`config.mk`:
```
export PLATFORM = sky130hd
export DESIGN_NAME = state_demux
export DESIGN_NICKNAME = d
export VERILOG_FILES = /design/src/rtl/state_pkg.sv /design/src/rtl/state_demux.sv
export SDC_FILE = /design/constraint.sdc
export NUM_CORES = 1
export LEC_CHECK = 0
export ABC_AREA = 1
export CORE_AREA = 2 2 87 89
export CTS_CLUSTER_DIAMETER = 60
export DETAILED_ROUTE_END_ITERATION = 8
export DIE_AREA = 0 0 89 91
export HOLD_SLACK_MARGIN = 0.12
export PLACE_DENSITY = 0.87
export SLEW_MARGIN = 10
export SYNTH_ARGS = -nofsm -noshare
export SYNTH_HDL_FRONTEND = slang
export SYNTH_SLANG_ARGS = --single-unit
export TNS_END_PERCENT = 20
```
`constraint.sdc`:
```
create_clock -name clk -period 2.1 [get_ports clk]
set_input_delay 0.42 -clock clk [delete_from_list [all_inputs] [get_ports clk]]
set_output_delay 0.42 -clock clk [all_outputs]
set_load 0.02 [all_outputs]
```
`src/rtl/state_pkg.sv`:
```
// Shared types and constants for the state_demux cell bank.
package state_pkg;
  localparam int NCELLS_C = 16;

  typedef logic [3:0] cell_t;

  localparam cell_t RESET_STATE_C = 4'b0000;

  typedef enum logic [0:0] {
    IDLE  = 1'b0,
    CLEAR = 1'b1
  } state_t;
endpackage

```
`src/rtl/state_demux.sv`:
```
// Bank of 16 four-bit cell registers with indexed writes and a
// one-cell-per-cycle fill sweep.
module state_demux
  import state_pkg::*;
#(
  parameter int    NCELLS      = NCELLS_C,
  parameter cell_t RESET_STATE = RESET_STATE_C
) (
  input  logic       clk,
  input  logic       rst,
  input  logic       wr_valid,
  output logic       wr_ready,
  input  logic [7:0] wr_index,
  input  logic [3:0] wr_state,
  input  logic       clr_start,
  input  logic [3:0] clr_value,
  output logic       busy,
  output logic       err,
  output logic [3:0] c1,
  output logic [3:0] c2,
  output logic [3:0] c3,
  output logic [3:0] c4,
  output logic [3:0] c5,
  output logic [3:0] c6,
  output logic [3:0] c7,
  output logic [3:0] c8,
  output logic [3:0] c9,
  output logic [3:0] c10,
  output logic [3:0] c11,
  output logic [3:0] c12,
  output logic [3:0] c13,
  output logic [3:0] c14,
  output logic [3:0] c15,
  output logic [3:0] c16
);

  localparam logic [7:0] NCELLS_IDX = 8'(NCELLS);
  localparam logic [3:0] LAST_IDX   = 4'(NCELLS - 1);

  state_t     state;
  state_t     state_next;
  cell_t      cells [NCELLS];
  logic [3:0] sweep_idx;
  cell_t      clr_val;
  logic       wr_accept;
  logic       wr_in_range;
  logic       sweep_start;

  // Next-state and write-acceptance decode
  always_comb begin
    state_next  = state;
    wr_accept   = 1'b0;
    sweep_start = 1'b0;
    wr_in_range = (wr_index < NCELLS_IDX);
    case (state)
      IDLE: begin
        wr_accept = wr_valid;
        if (clr_start) begin
          state_next  = CLEAR;
          sweep_start = 1'b1;
        end else begin
          state_next = IDLE;
        end
      end
      CLEAR: begin
        if (sweep_idx == LAST_IDX) begin
          state_next = IDLE;
        end else begin
          state_next = CLEAR;
        end
      end
      default: state_next = IDLE;
    endcase
  end

  // FSM state register
  always_ff @(posedge clk) begin
    if (rst) begin
      state <= IDLE;
    end else begin
      state <= state_next;
    end
  end

  // Cell array: the sweep owns the cells while in CLEAR
  always_ff @(posedge clk) begin
    if (rst) begin
      for (int i = 0; i < NCELLS; i++) begin
        cells[i] <= RESET_STATE;
      end
    end else if (state == CLEAR) begin
      cells[sweep_idx] <= clr_val;
    end else if (wr_accept && wr_in_range) begin
      cells[wr_index[3:0]] <= wr_state;
    end
  end

  // Sweep bookkeeping and the out-of-range error pulse
  always_ff @(posedge clk) begin
    if (rst) begin
      sweep_idx <= 4'd0;
      clr_val   <= RESET_STATE;
      err       <= 1'b0;
    end else begin
      err <= wr_accept && !wr_in_range;
      if (sweep_start) begin
        clr_val   <= clr_value;
        sweep_idx <= 4'd0;
      end else if ((state == CLEAR) && (sweep_idx != LAST_IDX)) begin
        sweep_idx <= sweep_idx + 4'd1;
      end
    end
  end

  assign wr_ready = (state == IDLE);
  assign busy     = (state == CLEAR);

  assign c1  = cells[0];
  assign c2  = cells[1];
  assign c3  = cells[2];
  assign c4  = cells[3];
  assign c5  = cells[4];
  assign c6  = cells[5];
  assign c7  = cells[6];
  assign c8  = cells[7];
  assign c9  = cells[8];
  assign c10 = cells[9];
  assign c11 = cells[10];
  assign c12 = cells[11];
  assign c13 = cells[12];
  assign c14 = cells[13];
  assign c15 = cells[14];
  assign c16 = cells[15];

endmodule

```
==> results of run 1 <==
## cells by family after synthesis
logic type / count (synthesis) / share of synthesized area
and+or+nand+nor: 122 / 0.2346
xor gates and xnor gates: 1 / 0.002574
adders and majority gates: 1 / 0.003676
DFF: 74 / 0.6235
buffers and inverters: 36 / 0.06985
AOI/OAI and AO/OA: 34 / 0.06581
## per-stage QoR
step | instance area (um^2) | hold slack (ps) | setup TNS [ps] | utilization
detailed placement | 4672 | 444.7 | -29020 | 0.6546
floorplan | 3403 | 429.7 | -77.38 | -
finish | 4876 | 452.2 | 0 | 0.6832
global route | 4876 | 489.8 | -279.9 | 0.6832
global placement | 4672 | 449.5 | -22420 | 0.6546
CTS | 4865 | 455.7 | 0 | 0.6816
## final timing paths
path / from / end / slack, ps / cells after the start
min reg2reg: clr_val[1]$_SDFFE_PP0P_ / clr_val[1]$_SDFFE_PP0P_ / 450 / 2
min: clr_val[1]$_SDFFE_PP0P_ / clr_val[1]$_SDFFE_PP0P_ / 450 / 2
max: wr_index[5] / cells[14][3]$_SDFFCE_PN0P_ / 90 / 8
max reg2reg: busy$_SDFF_PP0_ / cells[3][2]$_SDFFCE_PN0P_ / 200 / 9
## final cells by class
cell class	count	area [um^2]
clock buffers	9	123.9
repair buffers	137	1323
clock inverters	7	68.82
inverters	17	63.81
multi-input cells	158	1051
fillers	516	2261
flip-flops and latches	74	2122
well taps	99	123.9
## cell usage after synthesis (2+ instances only)
master | n | share of area
edfxtp_1 | 64 | 0.56
nand2_1 | 34 | 0.037
nor3_1 | 33 | 0.049
nor3_2 | 32 | 0.094
o21ai_0 | 18 | 0.026
inv_1 | 16 | 0.018
dfxtp_1 | 10 | 0.059
buf_6 | 9 | 0.030
a21oi_1 | 7 | 0.010
nand3_1 | 7 | 0.010
buf_4 | 4 | 0.0088
nand2_4 | 4 | 0.013
nand3_2 | 4 | 0.012
o21ai_4 | 4 | 0.019
buf_2 | 3 | 0.0044
nand3b_1 | 3 | 0.0066
nor2_1 | 3 | 0.0033
a211oi_1 | 2 | 0.0044
clkbuf_1 | 2 | 0.0022
o21ai_1 | 2 | 0.0029
## sequential cells by signal (all words and copies together) (netlist names)
signal,count
sweep_idx,4
busy,1
err,1
clr_val,4
cells,64
## worst register-to-register path, delay by kind of cell (launching register included)
family,cells,cell delay [ps]
DFF,1,350
AOI/OAI and AO/OA,1,240
and+or+nand+nor,5,600
buffers and inverters,3,440
## timing repair
item | 4_1_cts | 5_1_grt
resized for setup | 0 | 8
endpoints found under the setup margin | 0 | 79
buffers inserted | 0 | 0
## metal layers
layer | wire length [um] | vias to the layer above
li1 | - | 1218
met1 | 3205 | 1199
met2 | 3956 | 87
met3 | 336 | 14
met4 | 144 | 0
met5 | 0 | -
## power groups by stage
stage                     sequential (mW)  combinational, mW  clock (mW)
final                                1.67              0.473        1.10
after global routing                 1.68              0.501        1.16
after CTS                            1.67              0.473        1.10
after detailed placement             1.70              0.471           0
after global placement               1.70              0.458           0
after floorplan                      1.77              0.164           0
==> metrics.md, run 1 <==
| Metric | Value |
|---|---|
| Status | `completed` |
| Die ar. | `between 0.008 and 0.009 mm^2` |
| Met1 usage | `0.2426` |
| Final WL | `~7.6 mm` |
| Largest net degree at the start of global routing | `22` |
| Initial DRC Count | `166` |
| CP Capture Type | `register` |
| First-pass GRT wire length | `roughly 12 mm` |
| Commonest non-fill, non-tap cell in the layout | `clkdlybuf4s50_1` |
| Clock Skew | `around 7.4 ps` |
| Site Rows | `31` |
| Met2 Use GR | `0.3389` |
| Tot GR Track Use | `0.1983` |
| Slew Limit Fails | `0` |
| Initial core utilization | `0.4769` |
| CP Cell Sequence | `clkdlybuf4s50_1 > inv_1 > nand2_1 > nor2_8 > nand2_4 > buf_12 > o21ai_4 > nor3_1` |
| Int Pwr | `between 2 and 2.5 mW` |
| Lkg Pwr | `about 1.8 nW` |
| Synth Flop Type | `edfxtp_1` |
| CP Max Fanout | `16` |
| Vias per cell | `approximately 5.0` |
| Post-cts hold buffer count | `0` |
| Yosys warning total | `0` |
| Synth async-reset ratio | `0` |
| Syn Nets | `289` |
| I/O Pins | `87` |
| Pre-CTS setup slack | `-296.2 ps` |
| CTS tree | `done` |
| Final #Nets | `about 420` |
| Total congestion overflow | `0` |
| Final hold vios | `0` |
| Sw frac | `0.2586` |
| Number of global-route vias before repair | `around 2.6k` |
| Worst skew pair latency | `~360 ps` |
| # port buffers | `between 80 and 90` |
| GR Layer Usage met3 | `0.02727` |
| Tcrit/Tclk final | `0.9595` |
| RSZ-0062 raised after global routing | `true` |
| Worst Path Class, Setup | `in -> reg` |
| Most frequent cells in the layout | `clkdlybuf4s50_1, edfxtp_1, buf_4, nand2_1, nor3_1` |
| CP bufs+invs | `3` |
| Arr. time, crit path | `2100 ps` |
| ANT nets after route | `0` |
| # placed instances | `485` |
| Fmax | `about 0.50 GHz` |
| Root Driver | `clkbuf_8` |
| Setup ws final | `about 85 ps` |
| H-tree Lvls | `3` |
| Clk sinks | `74` |
| Crit path max-delay cell type | `o21ai_4` |
| Final instance count without filler cells | `around 500` |
| Switch Pwr | `0.8382 mW` |
| # DRC | `0` |
| Peak VDD IR | `between 0.3 and 0.4 mV` |
| Routed wire per std cell | `between 15 and 20 um` |
| Slew @ Worst Pin | `662.8 ps` |
| Final Setup Violations | `0` |
| Most Crowded Layer GR | `met2` |
| CP Launch Type | `primary input` |
| Clk buf depth | `2` |
| WP data required | `around 2200 ps` |
| Width of the die | `89 um` |
| Total CTS buffers | `9` |
| Routed via count | `2518` |
| DRT Pass-1 Iters | `4` |
| Area growth from synthesis to layout | `43.27%` |
| #FFs+latches synth | `74` |
| Max incr delay on CP | `~520 ps` |
| Clk pwr share | `0.339` |
| Die extent in y | `91 um` |
| Logic pwr share | `0.146` |
| Total Power | `around 3.2 mW` |
| Clock transition at path regs | `around 80 ps` |
| Number of synthesized flops with an enable pin | `64` |
| Post-Synthesis Cells | `268` |
| Sequential cell fraction of total power | `0.515` |
| Min Tclk post-route | `2015 ps` |
| Power Density | `~660 mW/mm^2` |
| Post-synth design cell area | `~0.0034 mm^2` |
| Delay-heaviest family, CP | `buffers and inverters` |
| Slew HR | `0.5565` |
| Antenna violations before repair | `0` |
| Synthesized area per cell | `between 10 and 15 um^2` |
| Layout cells sized above 1 | `0.2910` |
| Ant. Diodes | `0` |
| Routability cong. | `around 0.84` |
| Core area | `0.007137 mm^2` |
| Hold Crit Class | `reg -> reg` |
| Maxcap violations | `0` |
| Synth cell types | `27` |
| HPWL after DPL | `~5.5 mm` |
| Seq/Total Area, Yosys | `0.6235` |
Note: power is estimated with default switching activity, not from simulation.
==> run 2: changes to the inputs <==
--- a/config.mk
+++ b/config.mk
@@ -6,12 +6,12 @@
 export NUM_CORES = 1
 export LEC_CHECK = 0
 export ABC_AREA = 1
-export CORE_AREA = 2 2 87 89
+export CORE_AREA = 2 2 84 86
 export CTS_CLUSTER_DIAMETER = 60
 export DETAILED_ROUTE_END_ITERATION = 8
-export DIE_AREA = 0 0 89 91
+export DIE_AREA = 0 0 86 88
 export HOLD_SLACK_MARGIN = 0.12
-export PLACE_DENSITY = 0.87
+export PLACE_DENSITY = 0.92
 export SLEW_MARGIN = 10
 export SYNTH_ARGS = -nofsm -noshare
 export SYNTH_HDL_FRONTEND = slang
==> constraint.sdc (replaced) <==
create_clock -name clk -period 2.5 [get_ports clk]
set_input_delay 0.5 -clock clk [delete_from_list [all_inputs] [get_ports clk]]
set_output_delay 0.5 -clock clk [all_outputs]
set_load 0.02 [all_outputs]
==> run 2 against run 1 <==
Die area fell by 6.6%. Via count increased by 1.5%. Non-clock buffer count is 10 lower. Wire length is 5.1% higher. Flip-flop and latch count did not move. Global-route usage up 2.8 points. Critical path depth did not move. Worst setup slack improved by 170 ps. Count of clock-buffer cells in the layout is the same. Cell count is 5.8% lower. Critical path type unchanged. Highest routed layer unchanged.
==> metrics.md, run 2 (same netlist as run 1, synthesis figures left out) <==
| Metric | Value |
|---|---|
| R2R depth | `7 (-2)` |
| H-tree Lvls | `3 (unchanged)` |
| Setup Fix Bufs, Post-CTS | `0 (unchanged)` |
| # port buffers | `86 (unchanged)` |
| Largest register FFs | `64 (unchanged)` |
| WP data required | `2530 ps (+350 ps)` |
| CP Launch Type | `primary input` |
| I/O Pins | `87 (unchanged)` |
| Initial core utilization | `0.5122 (+0.03538)` |
| Width of the die | `86 um (-3.4%)` |
| Fmax | `~0.44 GHz` |
| Most frequent cells in the layout | `clkdlybuf4s50_1, edfxtp_1, buf_4, nand2_1, nor3_1` |
| Slew HR | `0.5600 (+0.003512)` |
| Routed wire per std cell | `17.02 um (+12%)` |
| Final instance count without filler cells | `472 (-5.8%)` |
| R2r endpoint | `cells[12][0]$_SDFFCE_PN0P_` |
| CP Max Fanout | `12 (-4)` |
| Hold Crit Class | `reg -> reg` |
| Tcrit/Tclk final | `0.8989` |
| # placed instances | `456 (-6.0%)` |
| Worst reg2reg startpoint | `busy$_SDFF_PP0_` |
| Initial DRC Count | `182 (+9.6%)` |
| Final Setup Violations | `0 (unchanged)` |
| CP Capture Type | `register` |
| Vias per cell | `5.413 (+7.7%)` |
| Final hold vios | `0 (unchanged)` |
| Site Rows | `30 (-3.2%)` |
| Total Power | `2.702 mW (-17%)` |
| Delay-heaviest family, CP | `simple AND/OR/NAND/NOR gates` |
| FF-to-FF setup slack | `510 ps (+310 ps)` |
| Crit path max-delay cell type | `clkdlybuf4s50_1` |
| Maxcap violations | `0 (unchanged)` |
| Die ar. | `0.007568 mm^2 (-6.6%)` |
| Status | `completed` |
| Slew Limit Fails | `0 (unchanged)` |
| Root Driver | `clkbuf_8` |
| Peak VDD IR | `0.2958 mV (-22%)` |
| Ant. Diodes | `0 (unchanged)` |
| Power Density | `572.9 mW/mm^2 (-14%)` |
| Clk buf depth | `2 (unchanged)` |
| Routed via count | `2555 (+1.5%)` |
| Layout cells sized above 1 | `0.2653 (-0.02574)` |
| Area growth from synthesis to layout | `38.57%` |
| CTS tree | `done` |
| DRT Pass-1 Iters | `5 (+1)` |
| Worst Path Class, Setup | `in -> reg` |
| Total congestion overflow | `0 (unchanged)` |
| Commonest non-fill, non-tap cell in the layout | `clkdlybuf4s50_1` |
| Final #Nets | `408 (-2.4%)` |
| Clock transition at path regs | `70 ps (about the same)` |
| Hold endpoint | `clr_val[3]$_SDFFE_PP0P_` |
| Clk sinks | `74 (unchanged)` |
| Post-cts hold buffer count | `0 (unchanged)` |
| Clock Skew | `7.479 ps (+0.09911 ps)` |
| Core area | `0.006644 mm^2 (-6.9%)` |
| Min Tclk post-route | `roughly 2200 ps` |
| Largest reg by FF count | `cells` |
| Cts repair resizes | `0 (unchanged)` |
| Worst skew pair latency | `360 ps (about the same)` |
| # DRC | `0 (unchanged)` |
| Hold Crit Depth | `2 (unchanged)` |
| ANT nets after route | `0 (unchanged)` |
| Max incr delay on CP | `400 ps (-120 ps)` |
| Tot GR Track Use | `0.2263 (+0.02797)` |
| Routability cong. | `0.8154 (-2.7%)` |
| Largest registers | `cells x64, clr_val x4, sweep_idx x4` |
| HPWL after DPL | `5.851 mm (+5.7%)` |
| Largest net degree at the start of global routing | `19 (-14%)` |
| RSZ-0062 raised after global routing | `false` |
| Number of global-route vias before repair | `2560 (-0.89%)` |
| Lkg Pwr | `1.698 nW (-3.4%)` |
| Total CTS buffers | `9 (unchanged)` |
| Min-delay src | `clr_val[3]$_SDFFE_PP0P_` |
| Fin util | `0.7098 (+0.02659)` |
| Die extent in y | `88 um (-3.3%)` |
| First-pass GRT wire length | `12.83 mm (+4.6%)` |
| CP Cell Sequence | `clkdlybuf4s50_1 > inv_1 > nand2_1 > nor2_8 > nand2_4 > o21ai_2 > nand3_1 > o21ai_1` |
| Final WL | `8.033 mm (+5.1%)` |
| CP bufs+invs | `2 (-1)` |
| Arr. time, crit path | `2270 ps (+170 ps)` |
| Antenna violations before repair | `0 (unchanged)` |
| Slew @ Worst Pin | `657.5 ps (-5.247 ps)` |
## run 2: worst max-delay path by stage
| stage | endpoint | cells after the start | from | slack, ps |
|---|---|---|---|---|
| after global routing | cells[12][1]$_SDFFCE_PN0P_ | 8 | wr_index[6] | 50 |
| after detailed placement | cells[15][2]$_SDFFCE_PN0P_ | 9 | wr_index[7] | -120 |
| after CTS | cells[15][3]$_SDFFCE_PN0P_ | 9 | wr_index[7] | 240 |
| final | cells[12][0]$_SDFFCE_PN0P_ | 8 | wr_index[7] | 250 |
| after global placement | cells[13][2]$_SDFFCE_PN0P_ | 8 | wr_index[7] | -10 |
| after floorplan | cells[14][0]$_SDFFCE_PN0P_ | 10 | busy$_SDFF_PP0_ | 390 |
## run 2: metrics by stage
step / area, um^2 / worst slack, ps / hold slack, ps / TNS (ps)
after floorplan: 3403 / 391.3 / 429.7 / 0
after global placement: 4523 / -12.86 / 440.1 / -129.8
after detailed placement: 4523 / -122.0 / 448.9 / -1754
after CTS: 4716 / 242.8 / 459.1 / 0
after global routing: 4716 / 46.85 / 477.0 / 0
final: 4716 / 252.6 / 460.2 / 0
## run 2: final cells by class
cell class | instances | area [um^2]
fill | 432 | 1928
sequential | 74 | 2122
clock buffer | 9 | 123.9
clock inverter | 7 | 68.82
timing repair buffer | 127 | 1194
multi-input combinational | 158 | 1044
inverter | 17 | 63.81
tap | 80 | 100.1
## run 2: worst min-delay path, stage by stage (launching register included)
cell and delay (ps):
dfxtp_1 300, inv_1 60, a21oi_1 50
## run 2: per-layer routing
layer	track usage	share of wire
met3	0.05184	0.081
met5	0	0
met2	0.4024	0.53
met1	0.2637	0.36
met4	0.09524	0.026
## run 2: power breakdown
part | total, mW | switching (mW) | internal, mW
sequential | 1.40 | 0.0191 | 1.38
clock | 0.915 | 0.456 | 0.459
combinational | 0.384 | 0.220 | 0.164
==> run 3: changes to the inputs <==
--- a/config.mk
+++ b/config.mk
@@ -6,10 +6,10 @@
 export NUM_CORES = 1
 export LEC_CHECK = 0
 export ABC_AREA = 1
-export CORE_AREA = 2 2 84 86
+export CORE_AREA = 5 5 87 89
 export CTS_CLUSTER_DIAMETER = 60
 export DETAILED_ROUTE_END_ITERATION = 8
-export DIE_AREA = 0 0 86 88
+export DIE_AREA = 0 0 92 94
 export HOLD_SLACK_MARGIN = 0.12
 export PLACE_DENSITY = 0.92
 export SLEW_MARGIN = 10
==> run 3 against run 2 <==
Global-route usage down 4.4 points. Hold slack better by 4.2 ps. Cell count up 0.21%. Core utilization down 0.64 points.
==> metrics.md, run 3 (same netlist as run 1, synthesis figures left out) <==
| Metric | Value |
|---|---|
| Initial core utilization | `0.5094 (-0.002878)` |
| Fmax | `0.4514 GHz (+1.4%)` |
| CP Launch Type | `primary input` |
| HPWL after DPL | `5.763 mm (-1.5%)` |
| Final hold vios | `0 (unchanged)` |
| Clk pwr share | `0.309 (-0.030)` |
| CTS tree | `done` |
| Total Power | `2.577 mW (-4.6%)` |
| Area growth from synthesis to layout | `38.09%` |
| Slew @ Worst Pin | `640.9 ps (-16.58 ps)` |
| Total congestion overflow | `0 (unchanged)` |
| First-pass GRT wire length | `12.23 mm (-4.7%)` |
| FF+latch area | `0.002122 mm^2 (unchanged)` |
| R2R depth | `9 (+2)` |
| Clock transition at path regs | `70 ps (about the same)` |
| Largest registers | `cells x64, clr_val x4, sweep_idx x4` |
| Clk buf depth | `2 (unchanged)` |
| Peak VDD IR | `0.3278 mV (+11%)` |
| # DRC | `0 (unchanged)` |
| Routability cong. | `0.7768 (-4.7%)` |
| Switch Pwr | `0.6731 mW (-3.1%)` |
| I/O Pins | `87 (unchanged)` |
| Clk sinks | `74 (unchanged)` |
| Fin util | `0.7034 (-0.006422)` |
| Commonest non-fill, non-tap cell in the layout | `clkdlybuf4s50_1` |
| Worst skew pair latency | `340 ps (-20 ps)` |
| Initial DRC Count | `177 (-2.7%)` |
| Sw frac | `0.2612 (+0.004010)` |
| Final Setup Violations | `0 (unchanged)` |
| Number of global-route vias before repair | `2523 (-1.4%)` |
| R2r endpoint | `cells[0][3]$_SDFFCE_PN0P_` |
| Die ar. | `0.008648 mm^2 (+14%)` |
| ANT nets after route | `0 (unchanged)` |
| Largest reg by FF count | `cells` |
| Hold Crit Depth | `2 (unchanged)` |
| WP data required | `2560 ps (+30 ps)` |
| Width of the die | `92 um (+7.0%)` |
| Routed via count | `2477 (-3.1%)` |
| Tcrit/Tclk final | `0.8862 (-0.01279)` |
| Die extent in y | `94 um (+6.8%)` |
| Sequential cell fraction of total power | `0.544 (+0.025)` |
| Worst Path Class, Setup | `in -> reg` |
| Setup Fix Bufs, Post-CTS | `0 (unchanged)` |
| Vias per cell | `5.237 (-3.3%)` |
| Post-route setup TNS | `0 ps (unchanged)` |
| Most frequent cells in the layout | `clkdlybuf4s50_1, edfxtp_1, buf_4, nand2_1, nor3_1` |
| Hold Crit Class | `reg -> reg` |
| Fill cells | `469 (+8.6%)` |
| Root Driver | `clkbuf_8` |
| Routed wire per std cell | `15.92 um (-6.4%)` |
| Slew Limit Fails | `0 (unchanged)` |
| Tot GR Track Use | `0.1821 (-0.04420)` |
| Min Tclk post-route | `2215 ps (-31.98 ps)` |
| Total CTS buffers | `9 (unchanged)` |
| Layout cells sized above 1 | `0.2672 (+0.001869)` |
| H-tree Lvls | `3 (unchanged)` |
| RSZ-0062 raised after global routing | `false` |
| Antenna violations before repair | `0 (unchanged)` |
| CP Max Fanout | `14 (+2)` |
| Core area | `0.006681 mm^2 (+0.57%)` |
| Final #Nets | `409 (+0.25%)` |
| Cts repair resizes | `0 (unchanged)` |
| Arr. time, crit path | `2280 ps (about the same)` |
| Largest net degree at the start of global routing | `18 (-1)` |
| Maxcap violations | `0 (unchanged)` |
| Lkg Pwr | `1.683 nW (-0.88%)` |
| Area of the multi-input gates | `0.001044 mm^2 (unchanged)` |
| Worst reg2reg startpoint | `busy$_SDFF_PP0_` |
| Clock Skew | `8.363 ps (+0.8839 ps)` |
| FF-to-FF setup slack | `460 ps (-50 ps)` |
| Post-cts hold buffer count | `0 (unchanged)` |
| Min-delay src | `clr_val[1]$_SDFFE_PP0P_` |
| Int Pwr | `1.904 mW (-5.1%)` |
| CP Capture Type | `register` |
| Logic pwr share | `0.147 (+0.005)` |
| Site Rows | `30 (unchanged)` |
| Ant. Diodes | `0 (unchanged)` |
| Final WL | `7.531 mm (-6.2%)` |
| Status | `completed` |
| Power Density | `548.3 mW/mm^2 (-4.3%)` |
| Slew HR | `0.5711 (+0.01110)` |
| # port buffers | `86 (unchanged)` |
| Largest register FFs | `64 (unchanged)` |
| DRT Pass-1 Iters | `4 (-1)` |
| Hold endpoint | `clr_val[1]$_SDFFE_PP0P_` |
-- run 3: changes by cell type in the layout (fill, tap and decap cells not counted) --
cell	change
clkinvlp_4	+2
buf_4	+1
bufinv_16	-1
clkinv_4	-1
-- run 3: metal layers --
metal	vias to the layer above	global-route usage	wire (um)
met1	1167	0.2089	2869
li1	1200	-	-
met5	-	0	0
met2	95	0.3297	3970
met3	15	0.04247	540
met4	0	0.06931	150
-- run 3: final cells by class --
type	instances	area share
Clock buffer	9	0.02636
Timing Repair Buffer	128	0.2556
Inverter	17	0.01358
Multi-Input combinational cell	158	0.2220
Sequential cell	74	0.4515
Clock inverter	7	0.009585
Tap cell	80	0.02130
-- run 3: worst max-delay path: stages --
cell             delay, ps
clkdlybuf4s50_1        500
nand2_4                 70
nor2_4                 200
nand2_4                170
o21ai_2                100
buf_4                  160
nand3_2                160
o21ai_0                240
buf_4                  180
-- run 3: worst max-delay path by stage --
stage,from,to,cells past startpoint
2_1_floorplan,busy$_SDFF_PP0_,cells[14][0]$_SDFFCE_PN0P_,10
3_3_place_gp,wr_index[7],cells[11][2]$_SDFFCE_PN0P_,10
3_5_place_dp,wr_valid,cells[5][0]$_SDFFCE_PN0P_,9
4_1_cts,wr_valid,cells[5][2]$_SDFFCE_PN0P_,9
5_1_grt,wr_index[7],cells[13][2]$_SDFFCE_PN0P_,9
6_report,wr_valid,cells[0][3]$_SDFFCE_PN0P_,9
-- run 3: stage by stage --
stage                     area (um^2)  std cells  setup WS [ps]  hold slack [ps]
after floorplan                  3403        268          391.3            429.7
after global placement           4531        457          42.93            444.3
after detailed placement         4531        457         -71.80            453.8
after CTS                        4700        473          293.1            464.4
after global routing             4700        473          148.2            498.3
final                            4700        473          284.6            464.3
-- run 3: power by group through the flow --
stage / combinational, mW / sequential (mW) / clock (mW)
after floorplan: 0.138 / 1.48 / 0
after global placement: 0.369 / 1.43 / 0
after detailed placement: 0.380 / 1.43 / 0
after CTS: 0.381 / 1.40 / 0.808
after global routing: 0.404 / 1.41 / 0.860
final: 0.379 / 1.40 / 0.795
